File: src/rtl/branch_pkg.sv
// Shared branch-control types and constants: opcode enum, default sizes, jump-target table.
// No logic; imported by branch_ctrl and its return-address stack.
package branch_pkg;

    typedef enum logic [2:0] {
        BR_NONE = 3'd0,
        BR_BEZ  = 3'd1,
        BR_BNZ  = 3'd2,
        BR_JMP  = 3'd3,
        BR_JAL  = 3'd4,
        BR_RET  = 3'd5,
        BR_HALT = 3'd6
    } br_op_t;

    localparam int T_DEF = 10;
    localparam int W_DEF = 8;
    localparam int L_DEF = 5;
    localparam int D_DEF = 4;

    // Entry i holds (21*i + 1) mod 256.
    localparam logic [W_DEF-1:0] JUMP_LUT [2**L_DEF] = '{
        8'h01, 8'h16, 8'h2B, 8'h40, 8'h55, 8'h6A, 8'h7F, 8'h94,
        8'hA9, 8'hBE, 8'hD3, 8'hE8, 8'hFD, 8'h12, 8'h27, 8'h3C,
        8'h51, 8'h66, 8'h7B, 8'h90, 8'hA5, 8'hBA, 8'hCF, 8'hE4,
        8'hF9, 8'h0E, 8'h23, 8'h38, 8'h4D, 8'h62, 8'h77, 8'h8C
    };

endpackage

File: src/rtl/ras_stack.sv
// Circular return-address stack; push/pop take effect on the edge, top/count/flags are combinational.
// Latency 0 on top; no backpressure: a push when full overwrites the oldest entry and raises ovf.
import branch_pkg::*;

module ras_stack #(
    parameter int W = W_DEF,
    parameter int D = D_DEF
) (
    input  logic                 clk,
    input  logic                 rst_n,
    input  logic                 push,
    input  logic                 pop,
    input  logic [W-1:0]         push_dat,
    output logic [W-1:0]         top_dat,
    output logic [$clog2(D):0]   count,
    output logic                 ovf,
    output logic                 unf
);
    localparam int PW = $clog2(D);
    localparam logic [PW-1:0] PTR_ONE = 1;
    localparam logic [PW:0]   CNT_ONE = 1;
    localparam logic [PW:0]   CNT_MAX = D[PW:0];

    logic [W-1:0]  mem_q [D];
    logic [W-1:0]  mem_d [D];
    logic [PW-1:0] ptr_q, ptr_d;
    logic [PW:0]   cnt_q, cnt_d;
    logic          full;
    logic          empty;

    assign full    = (cnt_q == CNT_MAX);
    assign empty   = (cnt_q == '0);
    assign ovf     = push & full;
    assign unf     = pop & empty;
    assign count   = cnt_q;
    assign top_dat = mem_q[ptr_q - PTR_ONE];

    // ptr_q is the next free slot; when full it also addresses the oldest entry.
    always_comb begin
        mem_d = mem_q;
        ptr_d = ptr_q;
        cnt_d = cnt_q;
        if (push) begin
            mem_d[ptr_q] = push_dat;
            ptr_d        = ptr_q + PTR_ONE;
            if (!full) cnt_d = cnt_q + CNT_ONE;
        end else if (pop && !empty) begin
            ptr_d = ptr_q - PTR_ONE;
            cnt_d = cnt_q - CNT_ONE;
        end
    end

    always_ff @(posedge clk or negedge rst_n) begin
        if (!rst_n) begin
            for (int i = 0; i < D; i++) mem_q[i] <= '0;
            ptr_q <= '0;
            cnt_q <= '0;
        end else begin
            mem_q <= mem_d;
            ptr_q <= ptr_d;
            cnt_q <= cnt_d;
        end
    end

endmodule

File: src/rtl/branch_ctrl.sv
// Branch decode for fetch: zero flag, jump-target table, return stack and sticky halt.
// Latency 0 (outputs follow BrOp in the same cycle); no backpressure, fetch consumes every cycle.
import branch_pkg::*;

module branch_ctrl #(
    parameter int T = T_DEF,
    parameter int W = W_DEF,
    parameter int L = L_DEF,
    parameter int D = D_DEF
) (
    input  logic         Clk,
    input  logic         Reset,
    input  logic [2:0]   BrOp,
    input  logic [L-1:0] LutIdx,
    input  logic         AluZero,
    input  logic         FlagWe,
    input  logic [T-1:0] ProgCtr_p1,
    output logic         BranchEZ,
    output logic         BranchNZ,
    output logic         BranchAlways,
    output logic         Zero,
    output logic         Done,
    output logic [W-1:0] Target,
    output logic         StackErr
);
    logic is_bez, is_bnz, is_jmp, is_jal, is_ret, is_halt;
    logic halt_q, halt_d;
    logic zero_q, zero_d;
    logic err_q,  err_d;
    logic done;
    logic ras_push, ras_pop, ras_ovf, ras_unf;
    logic [W-1:0]          ras_top;
    logic [$clog2(D):0]    ras_count;
    logic [W-1:0]          lut_dat;
    logic                  unused_pc_hi;

    assign is_bez  = (BrOp == BR_BEZ);
    assign is_bnz  = (BrOp == BR_BNZ);
    assign is_jmp  = (BrOp == BR_JMP);
    assign is_jal  = (BrOp == BR_JAL);
    assign is_ret  = (BrOp == BR_RET);
    assign is_halt = (BrOp == BR_HALT);

    // An empty-stack RET halts in its own cycle, so ras_unf feeds Done directly.
    assign ras_pop  = is_ret & ~halt_q;
    assign done     = halt_q | is_halt | ras_unf;
    assign ras_push = is_jal & ~done;

    ras_stack #(.W(W), .D(D)) u_ras (
        .clk      (Clk),
        .rst_n    (Reset),
        .push     (ras_push),
        .pop      (ras_pop),
        .push_dat (ProgCtr_p1[W-1:0]),
        .top_dat  (ras_top),
        .count    (ras_count),
        .ovf      (ras_ovf),
        .unf      (ras_unf)
    );

    assign unused_pc_hi = ^ProgCtr_p1[T-1:W];
    assign lut_dat      = W'(JUMP_LUT[LutIdx]);

    assign BranchEZ     = is_bez & ~done;
    assign BranchNZ     = is_bnz & ~done;
    assign BranchAlways = (is_jmp | is_jal | (is_ret & (ras_count != '0))) & ~done;
    assign Target       = is_ret ? ras_top : lut_dat;
    assign Zero         = zero_q;
    assign Done         = done;
    assign StackErr     = err_q;

    always_comb begin
        halt_d = halt_q | is_halt | ras_unf;
        zero_d = (FlagWe & ~done) ? AluZero : zero_q;
        err_d  = err_q | ras_ovf | ras_unf;
    end

    always_ff @(posedge Clk or negedge Reset) begin
        if (!Reset) begin
            halt_q <= 1'b0;
            zero_q <= 1'b0;
            err_q  <= 1'b0;
        end else begin
            halt_q <= halt_d;
            zero_q <= zero_d;
            err_q  <= err_d;
        end
    end

endmodule

File: config.mk
export PLATFORM = sky130hd
export DESIGN_NAME = branch_ctrl
export DESIGN_NICKNAME = d
export VERILOG_FILES = /design/src/rtl/branch_pkg.sv /design/src/rtl/ras_stack.sv /design/src/rtl/branch_ctrl.sv
export SDC_FILE = /design/constraint.sdc
export NUM_CORES = 1
export LEC_CHECK = 0
export CELL_PAD_IN_SITES_DETAIL_PLACEMENT = 1
export CELL_PAD_IN_SITES_GLOBAL_PLACEMENT = 2
export CORE_UTILIZATION = 33
export CTS_CLUSTER_SIZE = 25
export DETAILED_ROUTE_END_ITERATION = 10
export MAX_ROUTING_LAYER = met4
export PLACE_DENSITY_LB_ADDON = 0.3
export SLEW_MARGIN = 30
export SYNTH_ARGS = -nofsm -noshare
export SYNTH_HDL_FRONTEND = slang
export SYNTH_HIERARCHICAL = 1
export SYNTH_SLANG_ARGS = --single-unit
File: constraint.sdc
create_clock -name Clk -period 2.6 [get_ports Clk]
set_clock_uncertainty 0.1 [all_clocks]
set_input_delay 0.52 -clock Clk [delete_from_list [all_inputs] [get_ports Clk]]
set_output_delay 0.52 -clock Clk [all_outputs]
set_load 0.1 [all_outputs]
==> flow_metrics.tcl, run 1 <==
set metrics [dict create \
    status "finished, final reports clean" \
    critPathLaunchType "input pin" \
    hold_slack_ns 0.102 \
    cts_root_buf "clkbuf_8" \
    drt-pass1-iter-count 4 \
    rrSetupSlack_ns 0.30 \
    drc 0 \
    ant_nets 0 \
    netlist_top_cells_area "dfrtp_1, mux2_2, mux4_2, ha_1, nor2_1" \
    slew_headroom_pct 65.5 \
    final_hold_viol_count 0 \
    syn_to_final_growth_pct 47.7 \
    wl_per_cell_um 15.0 \
    drt-total-wl_um 5590 \
    first_global_vias 1975 \
    syn-num-nets 237 \
    timing.fmax_mhz 391 \
    nFillCells 711 \
    clk_pin_slew_ns 0.07 \
    p_per_area_nw_per_um2 701 \
    drtIter0Drc 54 \
    synth_edf_count 0 \
    synth_top_area_share_pct 41.2 \
    io_buffers 33 \
    rr_worst_depth 7 \
    grt_usage_pct 17.0 \
    num_rows 30 \
    antenna_found_initial 0 \
    ys_types 38 \
    initial_core_util_pct 35.0 \
    avgViaCountPerCell 4.87 \
    ir_drop_mv 0.354 \
    worst_pin_slew_ns 0.517 \
    via_count 1821 \
    fin_area_um2 3590 \
    avgSynthCellArea_um2 12.0 \
    antenna_cells 0 \
    yosysTopAreaCell "dfrtp_1" \
    fp.dieH_um 87.8 \
    gr-total-overflow 0 \
    synthesis.area_um2 2430 \
    crit_chain "dlygate4sd2_1, buf_6, nor2_2, a21oi_1, mux4_2, a21oi_4, buf_12" \
    synth_seq_area_share_pct 41.2 \
    clock_path_buffers 2 \
    die_w_um 87.8 \
    dpl_cell_area_um2 3320 \
    worstPathMaxFanout 8 \
    arrival_ns 1.94 \
    hold_path_class "input pin to async pin" \
    dpl.hpwl_um 4130 \
    place_ws_ns -0.456 \
    cp_slowest_cell "mux4_2" \
    nets 311 \
    yosysMostFrequentCell "dfrtp_1" \
    setup_viol 0 \
    io_pins 36 \
    grt_max_degree 41 \
    endpoint_kind "output port" \
    rsz0062_at_grt "yes" \
    gp_congestion 0.716 \
    grt_pass1_wl_um 9640 \
    fin_ws_ns 0.0422 \
    synthTopCellsByCount "dfrtp_1, mux2_2, nor2_1" \
    cts_buffers 5 \
    slowest_delay_ns 0.51 \
    numClockSinks 40 \
    htree_levels 2 \
    die_area_um2 7710 \
    crit_required_ns 1.98 \
    yosysWarnings 6 \
    p_leak_nw 1.61 \
    cts_tree "yes" \
    ys_async_sr_fraction_pct 100 \
    synthCells 203 \
    period_minus_slack_ns 2.56 \
    drive_gt1_share_pct 58.3 \
    synthFlopType "dfrtp_1" \
    drv_slew 0 \
    period_share_pct 98.4 \
    drv_cap 0 \
    worstSetupPathType "input pin to output port" \
    hold_buffers 0 \
    ys_seq_elements 40 \
    coreArea_um2 6940 \
    clk_latency_ns 0.29 \
]
critical path: cells and delay by family:
kind | cells | cell delay, ns
buf+inv | 3 | 0.57
simple gates | 1 | 0.10
mux | 1 | 0.51
compound gates | 2 | 0.24
path summary, 6_finish.rpt:
kind	startpoint	end
max	LutIdx[4]	Target[4]
min	Reset	u_ras/ptr_q[0]$_DFFE_PN0P_
max reg2reg	u_ras/count[1]$_DFFE_PN0P_	u_ras/count[1]$_DFFE_PN0P_
min reg2reg	StackErr$_DFF_PN0_	StackErr$_DFF_PN0_
max in group asynchronous	Reset	u_ras/mem_q[19]$_DFFE_PN0P_
min in group Clk	StackErr$_DFF_PN0_	StackErr$_DFF_PN0_
power breakdown:
part	leakage [nW]	internal, W	switching [W]
Sequential	0.529	0.000744	0.0000900
Clock	0.0552	0.000285	0.000207
Combinational	1.02	0.000549	0.000640
Total	1.61	0.00158	0.000937
per-layer routing:
metal / GRT usage, % / wire (um) / vias to the layer above
met4: 3.58 / 48 / 0
met3: 3.20 / 191 / 6
li1: - / - / 878
met1: 20.9 / 2550 / 906
met2: 29.0 / 2810 / 31
met5: - / 0 / -
registers in the layout, summed over array words and instances (netlist names):
name	flops
StackErr	1
halt_q	1
u_ras/ptr_q	2
Zero	1
u_ras/count	3
u_ras/mem_q	32
placed cells by master (no fill, tap or decap), drive strengths merged, types with 2 or more instances in the layout:
master,synthesis,routed
buf,9,62
nor3,2,2
o21ai,5,5
nand2,9,9
nor2b,2,2
dfrtp,40,40
xnor2,4,4
a22oi,3,3
mux2,36,36
mux2i,6,6
ha,11,11
nand3b,2,2
nor3b,3,3
mux4,10,10
inv,12,11
a221oi,2,2
nor2,19,19
clkbuf,1,7
clkdlybuf4s50,0,10
a21oi,14,14
dlygate4sd2,0,4
stage by stage:
step	setup TNS, ns	utilization [%]	power (W)	cells
2_1_floorplan	-2.81	-	0.00161	203
3_3_place_gp	-12.01	47.8	0.00195	363
3_5_place_dp	-12.71	47.8	0.00198	363
4_1_cts	0	51.1	0.00253	373
5_1_grt	-0.0195	51.7	0.00267	374
6_report	0	51.7	0.00251	374
timing repair:
item | 4_1_cts | 5_1_grt
setup buffers | 2 | 1
endpoints found under the setup margin | 16 | 10
pin swaps | 8 | 6
gates resized for setup | 46 | 14
cell type report:
cell class | instances | area [um2] | share of cell area (%)
clock buffers | 6 | 72.6 | 2.02
clock inverters | 2 | 35.0 | 0.976
inverters | 12 | 56.3 | 1.57
multi-input cells | 141 | 1520 | 42.4
flip-flops and latches | 40 | 1000 | 27.9
well taps | 96 | 120 | 3.35
repair buffers | 77 | 783 | 21.8
cells by family (layout without fill, tap and decap cells):
logic type | after synthesis | after routing | synth area share [%]
multiplexers | 52 | 52 | 28.4
flip-flops | 40 | 40 | 41.2
adder cells (fa/ha/maj) | 12 | 12 | 6.49
XOR/XNOR | 5 | 5 | 1.80
AO/OA/AOI/OAI | 29 | 29 | 7.88
buffers and inverters | 22 | 97 | 5.61
AND/OR/NAND/NOR | 43 | 43 | 8.60
Note: power is estimated with default switching activity, not from simulation.
==> inputs of run 2 (changes only) <==
SKIP_CTS_REPAIR_TIMING = 1   (was not set)
==> run 2 against run 1 <==
  * Sequential power hardly changed
  * Final area is 0.35% lower
  * Total power hardly changed
  * Non-clock buffer count is 1 lower
  * First-iteration DRC count is 1.9% lower
  * Hold slack worse by 0.0031 ns
  * Cell count is 0.27% lower
  * Combinational power hardly changed
  * Register-to-register slack hardly changed
  * Sequential share of layout area is 0.098 points higher
  * Flip-flop and latch count stayed put
  * Routed wire length is 0.27% lower
  * Critical endpoint unchanged
  * Largest cell class unchanged
  * Highest routed layer unchanged
==> flow_metrics.tcl, run 2 (same netlist as run 1, synthesis figures left out) <==
set metrics [dict create \
    setup_viol 0 \
    pwr-share-comb_pct 47.2 \
    rsz0062_at_grt "yes" \
    p_switching_w 0.000939 \
    io_buffers 33 \
    drive_gt1_share_pct 57.4 \
    fp.dieH_um 87.8 \
    status "finished, final reports clean" \
    drc 0 \
    coreArea_um2 6940 \
    die_area_um2 7710 \
    cts_tree "yes" \
    period_minus_slack_ns 2.55 \
    pwr-share-seq_pct 33.2 \
    worst_pin_slew_ns 0.514 \
    cts_buffers 5 \
    antenna_found_initial 0 \
    rr_worst_depth 7 \
    clk_latency_ns 0.29 \
    timing.fmax_mhz 393 \
    place_ws_ns -0.456 \
    nets 310 \
    worstSetupPathType "input pin to output port" \
    die_w_um 87.8 \
    critPathLaunchType "input pin" \
    drv_cap 0 \
    largest_register "u_ras/mem_q" \
    cp-endpoint "Target[4]" \
    gr-total-overflow 0 \
    slew_headroom_pct 65.7 \
    gp_congestion 0.716 \
    grt_max_degree 41 \
    grt_pass1_wl_um 9470 \
    fin_util_pct 51.5 \
    endpoint_kind "output port" \
    arrival_ns 1.93 \
    ir_drop_mv 0.354 \
    p_per_area_nw_per_um2 703 \
    layout_common_cells "buf_4, dfrtp_1, mux2_2" \
    startpoint "LutIdx[0]" \
    crit-reg2reg-capture "u_ras/count[1]$_DFFE_PN0P_" \
    drt-pass1-iter-count 4 \
    fin_cells 373 \
    drtIter0Drc 53 \
    ant_nets 0 \
    wl_per_cell_um 15.0 \
    r2r-start "u_ras/count[1]$_DFFE_PN0P_" \
    dp_cells 363 \
    p_int_w 0.00158 \
    fin_ws_ns 0.0534 \
    numClockSinks 40 \
    antenna_cells 0 \
    period_share_pct 97.9 \
    avgViaCountPerCell 4.87 \
    largest_reg_flops 32 \
    final_common_cell "buf_4" \
    rrSetupSlack_ns 0.30 \
    drt-total-wl_um 5580 \
    power_frac_clock_pct 19.6 \
    syn_to_final_growth_pct 47.2 \
    crit_required_ns 1.98 \
    clock_path_buffers 2 \
    num_rows 30 \
    final_hold_viol_count 0 \
    dpl.hpwl_um 4130 \
    swShare_pct 37.3 \
    clk_pin_slew_ns 0.08 \
    cts_root_buf "clkbuf_8" \
    hold_path_class "input pin to async pin" \
    initial_core_util_pct 35.0 \
    htree_levels 2 \
    grt_usage_pct 16.7 \
    io_pins 36 \
    via_count 1818 \
    p_leak_nw 1.64 \
    first_global_vias 1918 \
    worstPathMaxFanout 3 \
    drv_slew 0 \
]
## run 2: cell types whose count changed in the layout (fill, tap and decap cells not counted), sizes merged
cell,before,now
buf,62,58
dlygate4sd2,4,0
dlymetal6s2s,0,5
clkbuf,7,9
## run 2: worst min path at each step
stage                                       end                from  slack, ns
finish               u_ras/ptr_q[0]$_DFFE_PN0P_               Reset        0.1
floorplan                    StackErr$_DFF_PN0_               Reset       0.12
global placement             StackErr$_DFF_PN0_  StackErr$_DFF_PN0_       0.37
CTS                 u_ras/mem_q[23]$_DFFE_PN0P_               Reset       0.29
global route        u_ras/mem_q[31]$_DFFE_PN0P_               Reset       0.13
detailed placement           StackErr$_DFF_PN0_  StackErr$_DFF_PN0_       0.38
## run 2: metal layers
metal / vias to the layer above / wire length (um) / GRT usage, %
li1: 876 / - / -
met2: 32 / 2800 / 27.4
met1: 905 / 2550 / 21.4
met3: 5 / 185 / 3.20
met5: - / 0 / -
met4: 0 / 45 / 3.58
## run 2: metrics by stage
stage	instance area, um2	total power, W	hold slack, ns	setup TNS [ns]
after floorplan	2550	0.00161	0.124	-2.81
after global placement	3320	0.00195	0.373	-12.01
after detailed placement	3320	0.00198	0.384	-12.71
after CTS	3430	0.00248	0.288	-3.10
after global routing	3580	0.00266	0.133	-0.0206
final	3580	0.00251	0.0984	0
## run 2: cell type report
type	count	area, um2
Clock buffer	6	72.6
Clock inverter	2	35.0
Fill cell	710	3370
Inverter	12	51.3
Multi-Input combinational cell	141	1520
Sequential cell	40	1000
Tap cell	96	120
Timing Repair Buffer	76	778
## run 2: power by group through the flow
stage / Clock [W] / Sequential, W / Combinational [W]
6_report: 0.000494 / 0.000834 / 0.00119
5_1_grt: 0.000533 / 0.000857 / 0.00127
4_1_cts: 0.000513 / 0.000837 / 0.00113
3_5_place_dp: 0 / 0.000849 / 0.00113
3_3_place_gp: 0 / 0.000843 / 0.00110
2_1_floorplan: 0 / 0.000922 / 0.000688
## run 2: critical path, cell delays in order
cell	delay (ns)
clkbuf_2	0.11
inv_2	0.11
ha_4	0.22
xnor2_1	0.11
mux4_2	0.49
a21oi_4	0.17
buf_12	0.19
